==> src/rtl/selector_result_queue.sv <==
// Result queue behind the operation selector: FWFT FIFO of {tag, data} with a
// valid/ready interface, a saturating running sum and sticky debug flags.
module selector_result_queue #(
  parameter int unsigned DATA_W = 8,
  parameter int unsigned TAG_W  = 4,
  parameter int unsigned DEPTH  = 4,
  parameter int unsigned ACC_W  = 12
) (
  input  logic                     clk,
  input  logic                     rst_n,
  input  logic                     in_valid,
  output logic                     in_ready,
  input  logic [DATA_W-1:0]        in_data,
  input  logic [TAG_W-1:0]         in_tag,
  input  logic                     acc_clr,
  output logic                     out_valid,
  input  logic                     out_ready,
  output logic [DATA_W-1:0]        out_data,
  output logic [TAG_W-1:0]         out_tag,
  output logic [$clog2(DEPTH):0]   count,
  output logic [ACC_W-1:0]         acc_sum,
  output logic                     acc_ovf,
  output logic                     tag_err
);

  localparam int unsigned PTR_W = $clog2(DEPTH);
  localparam int unsigned CNT_W = PTR_W + 1;
  localparam int unsigned ENT_W = TAG_W + DATA_W;
  localparam int unsigned SUM_W = ACC_W + 1;

  logic [ENT_W-1:0] mem_q [DEPTH];
  logic [ENT_W-1:0] mem_d [DEPTH];
  logic [PTR_W-1:0] rd_ptr_q, rd_ptr_d;
  logic [PTR_W-1:0] wr_ptr_q, wr_ptr_d;
  logic [CNT_W-1:0] count_q, count_d;
  logic [ACC_W-1:0] acc_sum_q, acc_sum_d;
  logic             acc_ovf_q, acc_ovf_d;
  logic             tag_err_q, tag_err_d;

  logic             accept;
  logic             tag_onehot;
  logic             store;
  logic             pop;
  logic [ACC_W-1:0] acc_base;
  logic [SUM_W-1:0] sum_ext;
  logic [ENT_W-1:0] head;

  // Handshake decode; in_ready and out_valid depend on registered count only.
  always_comb begin
    in_ready   = (count_q != CNT_W'(DEPTH));
    out_valid  = (count_q != CNT_W'(0));
    accept     = in_valid & in_ready;
    tag_onehot = (in_tag != '0) && ((in_tag & (in_tag - TAG_W'(1))) == '0);
    store      = accept & tag_onehot;
    pop        = out_valid & out_ready;
  end

  // FIFO storage, pointers and occupancy.
  always_comb begin
    for (int i = 0; i < DEPTH; i++) mem_d[i] = mem_q[i];
    rd_ptr_d = rd_ptr_q;
    wr_ptr_d = wr_ptr_q;
    count_d  = count_q;
    if (store) begin
      mem_d[wr_ptr_q] = {in_tag, in_data};
      wr_ptr_d        = wr_ptr_q + PTR_W'(1);
    end
    if (pop) rd_ptr_d = rd_ptr_q + PTR_W'(1);
    if (store && !pop)      count_d = count_q + CNT_W'(1);
    else if (!store && pop) count_d = count_q - CNT_W'(1);
  end

  // Accumulator: clear applies before the add when both happen together.
  always_comb begin
    acc_base  = acc_clr ? '0 : acc_sum_q;
    sum_ext   = {1'b0, acc_base} + SUM_W'(in_data);
    acc_sum_d = acc_base;
    acc_ovf_d = acc_clr ? 1'b0 : acc_ovf_q;
    tag_err_d = tag_err_q | (accept & ~tag_onehot);
    if (store) begin
      if (sum_ext[ACC_W]) begin
        acc_sum_d = '1;
        acc_ovf_d = 1'b1;
      end else begin
        acc_sum_d = sum_ext[ACC_W-1:0];
      end
    end
  end

  always_ff @(posedge clk or negedge rst_n) begin
    if (!rst_n) begin
      for (int i = 0; i < DEPTH; i++) mem_q[i] <= '0;
      rd_ptr_q  <= '0;
      wr_ptr_q  <= '0;
      count_q   <= '0;
      acc_sum_q <= '0;
      acc_ovf_q <= 1'b0;
      tag_err_q <= 1'b0;
    end else begin
      for (int i = 0; i < DEPTH; i++) mem_q[i] <= mem_d[i];
      rd_ptr_q  <= rd_ptr_d;
      wr_ptr_q  <= wr_ptr_d;
      count_q   <= count_d;
      acc_sum_q <= acc_sum_d;
      acc_ovf_q <= acc_ovf_d;
      tag_err_q <= tag_err_d;
    end
  end

  // FWFT head read, forced to zero while empty.
  always_comb begin
    head     = mem_q[rd_ptr_q];
    out_data = out_valid ? head[DATA_W-1:0] : '0;
    out_tag  = out_valid ? head[ENT_W-1:DATA_W] : '0;
    count    = count_q;
    acc_sum  = acc_sum_q;
    acc_ovf  = acc_ovf_q;
    tag_err  = tag_err_q;
  end

endmodule

==> config.mk <==
export PLATFORM = sky130hd
export DESIGN_NAME = selector_result_queue
export DESIGN_NICKNAME = d
export VERILOG_FILES = /design/src/rtl/selector_result_queue.sv
export SDC_FILE = /design/constraint.sdc
export NUM_CORES = 1
export LEC_CHECK = 0
export ABC_AREA = 1
export CORE_ASPECT_RATIO = 0.9
export CORE_MARGIN = 2
export CORE_UTILIZATION = 35
export DETAILED_ROUTE_END_ITERATION = 10
export SYNTH_ARGS = -nofsm -noshare
export SYNTH_HDL_FRONTEND = slang
export SYNTH_SLANG_ARGS = --single-unit
==> constraint.sdc <==
create_clock -name clk -period 4.1 [get_ports clk]
set_input_delay 0.82 -clock clk [delete_from_list [all_inputs] [get_ports clk]]
set_output_delay 0.82 -clock clk [all_outputs]
set_load 0.02 [all_outputs]
==> impl_metrics.tcl, run 1 <==
set metrics [dict create \
    status "complete, no violations" \
    start_kind "flip-flop" \
    pre_cts_slack_ns 0.817 \
    layout.nets 563 \
    synth_seq_area_share_pct 45.1 \
    cts_buffers 9 \
    finalHoldViolCount 0 \
    synthToLayoutAreaGrowth_pct 21.1 \
    yosysWarnings 0 \
    finalSetupViolations 0 \
    hpwl_um 6430 \
    avgSynthCellArea_um2 7.86 \
    slowest_stage "dfrtp_1" \
    setup_tns_ns 0 \
    rrSetupSlack_ns 1.75 \
    grt-ovfl-total 0 \
    tightestPinTransition_ns 0.717 \
    critical_path.cell_chain "buf_4 > nor2_1 > nor2_1 > o21ai_0 > a21oi_1 > clkdlybuf4s50_1" \
    dp.cells 653 \
    cp.depth 6 \
    fin_cells 669 \
    cts_tree "yes" \
    cts.sinks 69 \
    routed_wl_um 9570 \
    synth_top_family_by_area "simple AND/OR/NAND/NOR gates" \
    slew_viol_final 0 \
    critPathTopFamily "buffers and inverters" \
    crit_fanout 19 \
    synth_cells 487 \
    cts-root-buf "clkbuf_16" \
    grt_pass1_wl_um 15800 \
    globalRouteTotalUtil_pct 17.6 \
    ctsResizeCount 0 \
    worstHoldPathType "flip-flop to flip-flop" \
    slowest_delay_ns 0.80 \
    timing.final.ws_setup_ns 0.760 \
    n_antenna_cell 0 \
    syn_area_mm2 0.00383 \
    crit_path_frequent_cell "nor2_1" \
    synthMuxAreaShare_pct 0.294 \
    ys_types 27 \
    power.density_mw_per_mm2 725 \
    clock.fmax_ghz 0.299 \
    synth_nets 519 \
    cp_data_arrival_time_ns 2.52 \
    cts_setup_buffers 0 \
    crit_required_ns 3.28 \
    synth-adder-area-share_pct 5.29 \
    hold_slack_ns 0.474 \
    grt_pass1_vias 3145 \
    clock_skew_ns 0.00794 \
    crit_end "out_data[3]" \
    critPathKind "flip-flop to primary output" \
    fin_area_mm2 0.00464 \
    antenna_found_initial 0 \
    fin_crit_ns 3.34 \
    r2r-start "count[0]$_DFFE_PN0P_" \
    critPathBufInv 2 \
    ios 48 \
    via_per_inst 4.84 \
    clk_pin_slew_ns 0.06 \
    drive_above_1_share_pct 8.77 \
    die_area_mm2 0.0118 \
    vias 3236 \
    place_congestion 0.882 \
    placed_cell_area_mm2 0.00435 \
    period_share_pct 81.5 \
    r2r_end "count[2]$_DFFE_PN0P_" \
    ctsHoldBuffers 0 \
    place.port_buffers 47 \
    clockBufferDepth 2 \
    start_util_pct 35.6 \
    die_x_um 114 \
    first_pass_iters 5 \
    ff2ff_path_depth 12 \
    slew_headroom_pct 52.2 \
    htree_levels 3 \
    row_count 36 \
    synth_seq_cells 69 \
    grt_max_degree 46 \
    cap_viol_max_count 0 \
    rsz0062_at_grt "false" \
    insertion_delay_ns 0.34 \
    wire_per_inst_um 14.3 \
    yosys.area_share.simple_pct 24.9 \
    p_leak_nw 2.30 \
    timing.critical_path.from "rd_ptr_q[0]$_DFFE_PN0P_" \
    synth-xor-area-share_pct 1.60 \
    worstSetupEndpointType "primary output" \
    ir_drop_v 0.000193 \
    core_mm2 0.0108 \
    drc_errors 0 \
    dr.first_iter.drc_count 182 \
    ant_nets 0 \
    die_h_um 103 \
    synth_compound_area_share_pct 13.7 \
]
-- layer usage --
layer  global-route usage (%)  wire [µm]  share of wire (%)  vias up
li1                         -          -                  -     1642
met1                     23.2       4530                 47     1506
met2                     28.3       4440                 46       79
met3                     5.89        531                5.6        9
met4                     4.13         72               0.75        0
met5                        0          0                  0        -
-- worst min-delay path by stage --
stage / slack [ns] / from / endpoint / cells past startpoint
floorplan: 0.45 / mem_q[10]$_DFFE_PN0P_ / mem_q[10]$_DFFE_PN0P_ / 2
global placement: 0.44 / tag_err$_DFF_PN0_ / tag_err$_DFF_PN0_ / 1
detailed placement: 0.46 / tag_err$_DFF_PN0_ / tag_err$_DFF_PN0_ / 1
CTS: 0.48 / tag_err$_DFF_PN0_ / tag_err$_DFF_PN0_ / 1
global route: 0.49 / tag_err$_DFF_PN0_ / tag_err$_DFF_PN0_ / 1
finish: 0.47 / tag_err$_DFF_PN0_ / tag_err$_DFF_PN0_ / 1
-- logic make-up after synthesis --
kind of cell	after synthesis
xor gates and xnor gates	7
AOI/OAI and AO/OA	95
buffers and inverters	71
and+or+nand+nor	229
muxes	1
DFF	69
adders and majority gates	15
-- where the power goes --
part           switching (W)  internal [W]  leakage (nW)
registers           0.000188      0.000964         0.872
clock network       0.000293      0.000442         0.141
logic               0.000836      0.000640          1.29
-- per-stage QoR --
stage,utilization (%),power [W]
2_1_floorplan,-,0.00210
3_3_place_gp,40.4,0.00261
3_5_place_dp,40.4,0.00265
4_1_cts,43.1,0.00340
5_1_grt,43.1,0.00364
6_report,43.1,0.00336
-- state kept, by name, indices dropped and copies added, names as in the netlist --
name / flops
acc_ovf: 1
tag_err: 1
mem_q: 48
wr_ptr_q: 2
acc_sum: 12
count: 3
rd_ptr_q: 2
-- cells in the final DEF (no fill, tap or decap), types with 13 or more instances in the layout --
master / n
dfrtp_1: 69
nand3_1: 27
inv_1: 48
o21ai_1: 38
ha_1: 13
clkdlybuf4s50_1: 46
nor2_1: 69
a21oi_1: 15
o21ai_0: 29
nand2_1: 123
-- layout make-up --
cell class	count	area [µm²]
Fill cell	1113	6130
Multi-Input combinational cell	347	1750
Sequential cell	69	1730
Timing Repair Buffer	51	495
Clock buffer	11	253
Inverter	53	206
Tap cell	133	166
Clock inverter	5	35.0
-- synthesized netlist by cell type, drive strengths merged --
master | instances | share of area [%]
ha | 13 | 4.2
nand2 | 129 | 14
a21o | 1 | 0.20
dfrtp | 69 | 45
clkbuf | 5 | 0.49
xor2 | 5 | 1.1
fa | 2 | 1.0
nand3 | 28 | 4.0
o21ai | 79 | 12
mux2 | 1 | 0.29
nand3b | 1 | 0.20
inv | 53 | 5.4
buf | 13 | 3.2
nand4 | 1 | 0.16
nor2 | 69 | 6.8
nor3 | 1 | 0.26
xnor2 | 2 | 0.46
a21oi | 15 | 2.0
No activity file was read; power rests on OpenSTA's default activity.
==> run 2, diff against run 1 <==
clock period = 2.72 ns   (was 4.1 ns; I/O delays follow)
==> run 2 against run 1 <==
Net effect:
- total power up 54%
- largest power group unchanged
- final cell count grew 1.0%
- worst setup slack got worse by 0.61 ns
- first-iteration DRC count fell by 20%
- cell area up 2.1%
- count of clock-buffer cells in the layout unchanged
- combinational power is 54% higher
- core utilization grew 0.88 points
- die area stayed put
==> impl_metrics.tcl, run 2 (synthesis gave the netlist of run 1 again) <==
set metrics [dict create \
    grt_pass1_wl_um 15500 \
    clock_skew_ns 0.00643 \
    fin_area_mm2 0.00473 \
    start_kind "flip-flop" \
    critPathKind "flip-flop to primary output" \
    period_share_pct 94.4 \
    power.density_mw_per_mm2 1090 \
    fill_cells 1088 \
    start_util_pct 35.6 \
    status "complete, no violations" \
    cap_viol_max_count 0 \
    hold_slack_ns 0.239 \
    worstHoldPathType "input pin to asynchronous set/reset pin" \
    hpwl_um 6380 \
    finalHoldViolCount 0 \
    use_met3_pct 4.20 \
    grtUsageMet1_pct 22.0 \
    p_leak_nw 2.37 \
    worstSetupEndpointType "primary output" \
    htree_levels 3 \
    grtUsageMet2_pct 27.6 \
    ir_drop_v 0.000317 \
    insertion_delay_ns 0.33 \
    dr.first_iter.drc_count 145 \
    cp_data_arrival_time_ns 2.02 \
    slew_viol_final 0 \
    cts_buffers 9 \
    rsz0062_at_grt "false" \
    ctsHoldBuffers 0 \
    clk_pin_slew_ns 0.06 \
    clock.fmax_ghz 0.389 \
    grt_max_degree 70 \
    largest_reg_flops 48 \
    top_usage_layer "met2" \
    antenna_found_initial 0 \
    clockBufferDepth 2 \
    n_antenna_cell 0 \
    fin_crit_ns 2.57 \
    die_x_um 114 \
    cts.sinks 69 \
    via_per_inst 4.89 \
    first_pass_iters 4 \
    placed_cell_area_mm2 0.00441 \
    crit_fanout 14 \
    core_mm2 0.0108 \
    row_count 36 \
    globalRouteTotalUtil_pct 17.0 \
    routed_wl_um 9170 \
    place_congestion 0.894 \
    final_cell_mix "nand2_1, nor2_1, dfrtp_1" \
    place.port_buffers 47 \
    tightestPinTransition_ns 0.475 \
    ios 48 \
    layout.nets 570 \
    slew_headroom_pct 68.3 \
    rrSetupSlack_ns 0.41 \
    grt_pass1_vias 3238 \
    regMostFlops "mem_q" \
    cts-root-buf "clkbuf_16" \
    drive_above_1_share_pct 9.94 \
    synthToLayoutAreaGrowth_pct 23.6 \
    die_h_um 103 \
    crit_required_ns 2.18 \
    ant_nets 0 \
    cts_tree "yes" \
    finalSetupViolations 0 \
    drc_errors 0 \
    layout_commonest_cell "nand2_1" \
    vias 3304 \
    wire_per_inst_um 13.6 \
    die_area_mm2 0.0118 \
    grt-ovfl-total 0 \
]
-- run 2: report_power, final --
part           internal [W]  switching [W]
clock              0.000759       0.000437
sequential          0.00145       0.000242
combinational      0.000978        0.00130
total               0.00319        0.00198
-- run 2: repair_timing --
action / in CTS / in global routing
endpoints found under the setup margin: 0 / 5
resized for setup: 0 / 3
setup buffers: 0 / 0
-- run 2: worst paths after layout --
| kind | from | end | cells after the start |
|---|---|---|---|
| worst min register to register | tag_err$_DFF_PN0_ | tag_err$_DFF_PN0_ | 1 |
| worst min-delay path | rst_n | count[2]$_DFFE_PN0P_ | 2 |
| min in group clk | tag_err$_DFF_PN0_ | tag_err$_DFF_PN0_ | 1 |
| max in group asynchronous | rst_n | mem_q[41]$_DFFE_PN0P_ | 2 |
| worst max register to register | count[0]$_DFFE_PN0P_ | count[2]$_DFFE_PN0P_ | 12 |
| worst max-delay path | count[0]$_DFFE_PN0P_ | out_data[3] | 6 |
-- run 2: critical path, stage by stage, from the launching register on --
cell,delay (ns)
dfrtp_1,0.43
nor2_1,0.10
inv_1,0.06
nor2_1,0.03
buf_4,0.20
a21oi_1,0.21
clkdlybuf4s50_1,0.65
-- run 2: metal layers --
layer / routed length [µm] / vias up
met5: 0 / -
met4: 151 / 0
met3: 477 / 14
met2: 4130 / 92
met1: 4410 / 1544
li1: - / 1654
-- run 2: final cells by class --
class / count / area, µm² / area share (%)
Inverter: 53 / 208 / 4.39
Multi-Input combinational cell: 347 / 1750 / 37.1
Clock inverter: 5 / 58.8 / 1.24
Timing Repair Buffer: 58 / 566 / 12.0
Sequential cell: 69 / 1730 / 36.5
Tap cell: 133 / 166 / 3.52
Clock buffer: 11 / 253 / 5.34
-- run 2: metrics by stage --
step           utilization [%]  TNS [ns]  power [W]  instances  setup WS, ns
2_1_floorplan                -         0    0.00317        487         0.366
6_report                  43.9         0    0.00517        676         0.152
4_1_cts                   43.9         0    0.00524        676        0.0767
3_3_place_gp              41.0         0    0.00396        660        0.0353
5_1_grt                   43.9         0    0.00560        676       0.00434
3_5_place_dp              41.0    -0.107    0.00402        660       -0.0355
==> run 3, diff against run 2 <==
CTS_BUF_LIST = sky130_fd_sc_hd__clkbuf_8   (was default)
clock period = 2.36 ns   (was 2.72 ns; I/O delays follow)
==> run 3 against run 2 <==
Net effect:
- clock power decreased by 27%
- die area stayed put
- final cell count increased by 3.1%
- cell area increased by 0.71%
- worst hold slack got worse by 0.12 ns
- clock skew up 0.0030 ns
- critical path type unchanged
- critical endpoint is now out_data[7]
- largest cell class unchanged
==> impl_metrics.tcl, run 3 (synthesis gave the netlist of run 1 again) <==
set metrics [dict create \
    fin_cells 697 \
    grt_pass1_wl_um 15500 \
    slew_viol_final 0 \
    drc_errors 0 \
    layout.nets 591 \
    start_util_pct 35.6 \
    power.density_mw_per_mm2 1130 \
    largest_reg_flops 48 \
    dr.first_iter.drc_count 185 \
    die_h_um 103 \
    timing.final.ws_setup_ns 0.0955 \
    post-route-util_pct 44.3 \
    period_share_pct 96.0 \
    place_congestion 0.896 \
    grt_pass1_vias 3224 \
    layout_commonest_cell "nand2_1" \
    ctsHoldBuffers 0 \
    n_antenna_cell 0 \
    crit_required_ns 1.89 \
    rsz0062_at_grt "false" \
    cts_buffers 9 \
    clockBufferDepth 2 \
    fin_crit_ns 2.26 \
    place.port_buffers 47 \
    finalHoldViolCount 0 \
    hpwl_um 6390 \
    clk_pin_slew_ns 0.08 \
    die_area_mm2 0.0118 \
    dp.cells 679 \
    antenna_found_initial 0 \
    slew_headroom_pct 75.0 \
    ant_nets 0 \
    htree_levels 3 \
    ios 48 \
    vias 3327 \
    ir_drop_v 0.000364 \
    die_x_um 114 \
    pre_cts_slack_ns -0.282 \
    p_leak_nw 2.42 \
    grt_max_degree 70 \
    routed_wl_um 9140 \
    cts-root-buf "clkbuf_8" \
    fill_cells 1125 \
    cap_viol_max_count 0 \
    start_kind "flip-flop" \
    synthToLayoutAreaGrowth_pct 24.4 \
    first_pass_iters 4 \
    worstSetupEndpointType "primary output" \
    tightestPinTransition_ns 0.376 \
    cp_data_arrival_time_ns 1.79 \
    final_cell_mix "nand2_1, dfrtp_1, nor2_1" \
    status "complete, no violations" \
    clock.fmax_ghz 0.442 \
    grt-ovfl-total 0 \
    clock_skew_ns 0.00941 \
    cts.sinks 69 \
    wire_per_inst_um 13.1 \
    cts_tree "yes" \
    finalSetupViolations 0 \
    core_mm2 0.0108 \
    insertion_delay_ns 0.35 \
    crit_fanout 26 \
    globalRouteTotalUtil_pct 16.8 \
    critPathKind "flip-flop to primary output" \
    row_count 36 \
    drive_above_1_share_pct 14.4 \
    regMostFlops "mem_q" \
    via_per_inst 4.77 \
    worstHoldPathType "input pin to asynchronous set/reset pin" \
]
run 3: what timing repair did:
item | CTS | global route
buffers inserted | 2 | 0
setup endpoints to repair | 13 | 25
gates resized for setup | 16 | 8
run 3: through the flow:
step           instance area, µm²  TNS (ns)  hold slack [ns]  total power [W]
2_1_floorplan                3830         0            0.176          0.00366
3_3_place_gp                 4570     -2.81            0.436          0.00463
3_5_place_dp                 4570     -3.28            0.452          0.00469
4_1_cts                      4750         0            0.141          0.00546
5_1_grt                      4760         0            0.144          0.00586
6_report                     4760         0            0.115          0.00540
run 3: layout make-up:
class                           instances  area [µm²]  area share (%)
Sequential cell                        69        1730            36.2
Tap cell                              133         166            3.49
Clock inverter                          7        51.3            1.08
Timing Repair Buffer                   79         718            15.1
Clock buffer                            9         124            2.60
Multi-Input combinational cell        347        1770            37.1
Inverter                               53         213            4.46
run 3: power by group:
group          internal (W)  switching, W  total (W)
sequential          0.00167      0.000287    0.00196
clock              0.000384      0.000488   0.000871
combinational       0.00107       0.00150    0.00257
total               0.00312       0.00228    0.00540
run 3: final timing paths:
| kind | startpoint | to | slack, ns | cells after the start |
|---|---|---|---|---|
| setup reg to reg | count[0]$_DFFE_PN0P_ | count[2]$_DFFE_PN0P_ | 0.24 | 12 |
| min in group clk | tag_err$_DFF_PN0_ | tag_err$_DFF_PN0_ | 0.46 | 1 |
| hold / removal | rst_n | count[0]$_DFFE_PN0P_ | 0.12 | 2 |
| max in group asynchronous | rst_n | wr_ptr_q[1]$_DFFE_PN0N_ | 1.93 | 2 |
| setup / recovery | rd_ptr_q[0]$_DFFE_PN0P_ | out_data[7] | 0.1 | 6 |
| hold reg to reg | tag_err$_DFF_PN0_ | tag_err$_DFF_PN0_ | 0.46 | 1 |
run 3: worst max-delay path: stages, from the launching register on:
cell and delay, ns:
dfrtp_1 0.44, buf_12 0.20, nor2_1 0.06, nor2_1 0.07
o21ai_0 0.08, a21oi_1 0.23, dlygate4sd2_1 0.36
run 3: metal layers:
metal  track usage (%)  wire (µm)
met5                 0          0
met4              5.91        185
met3              4.02        549
met2              26.7       4070
met1              22.8       4340
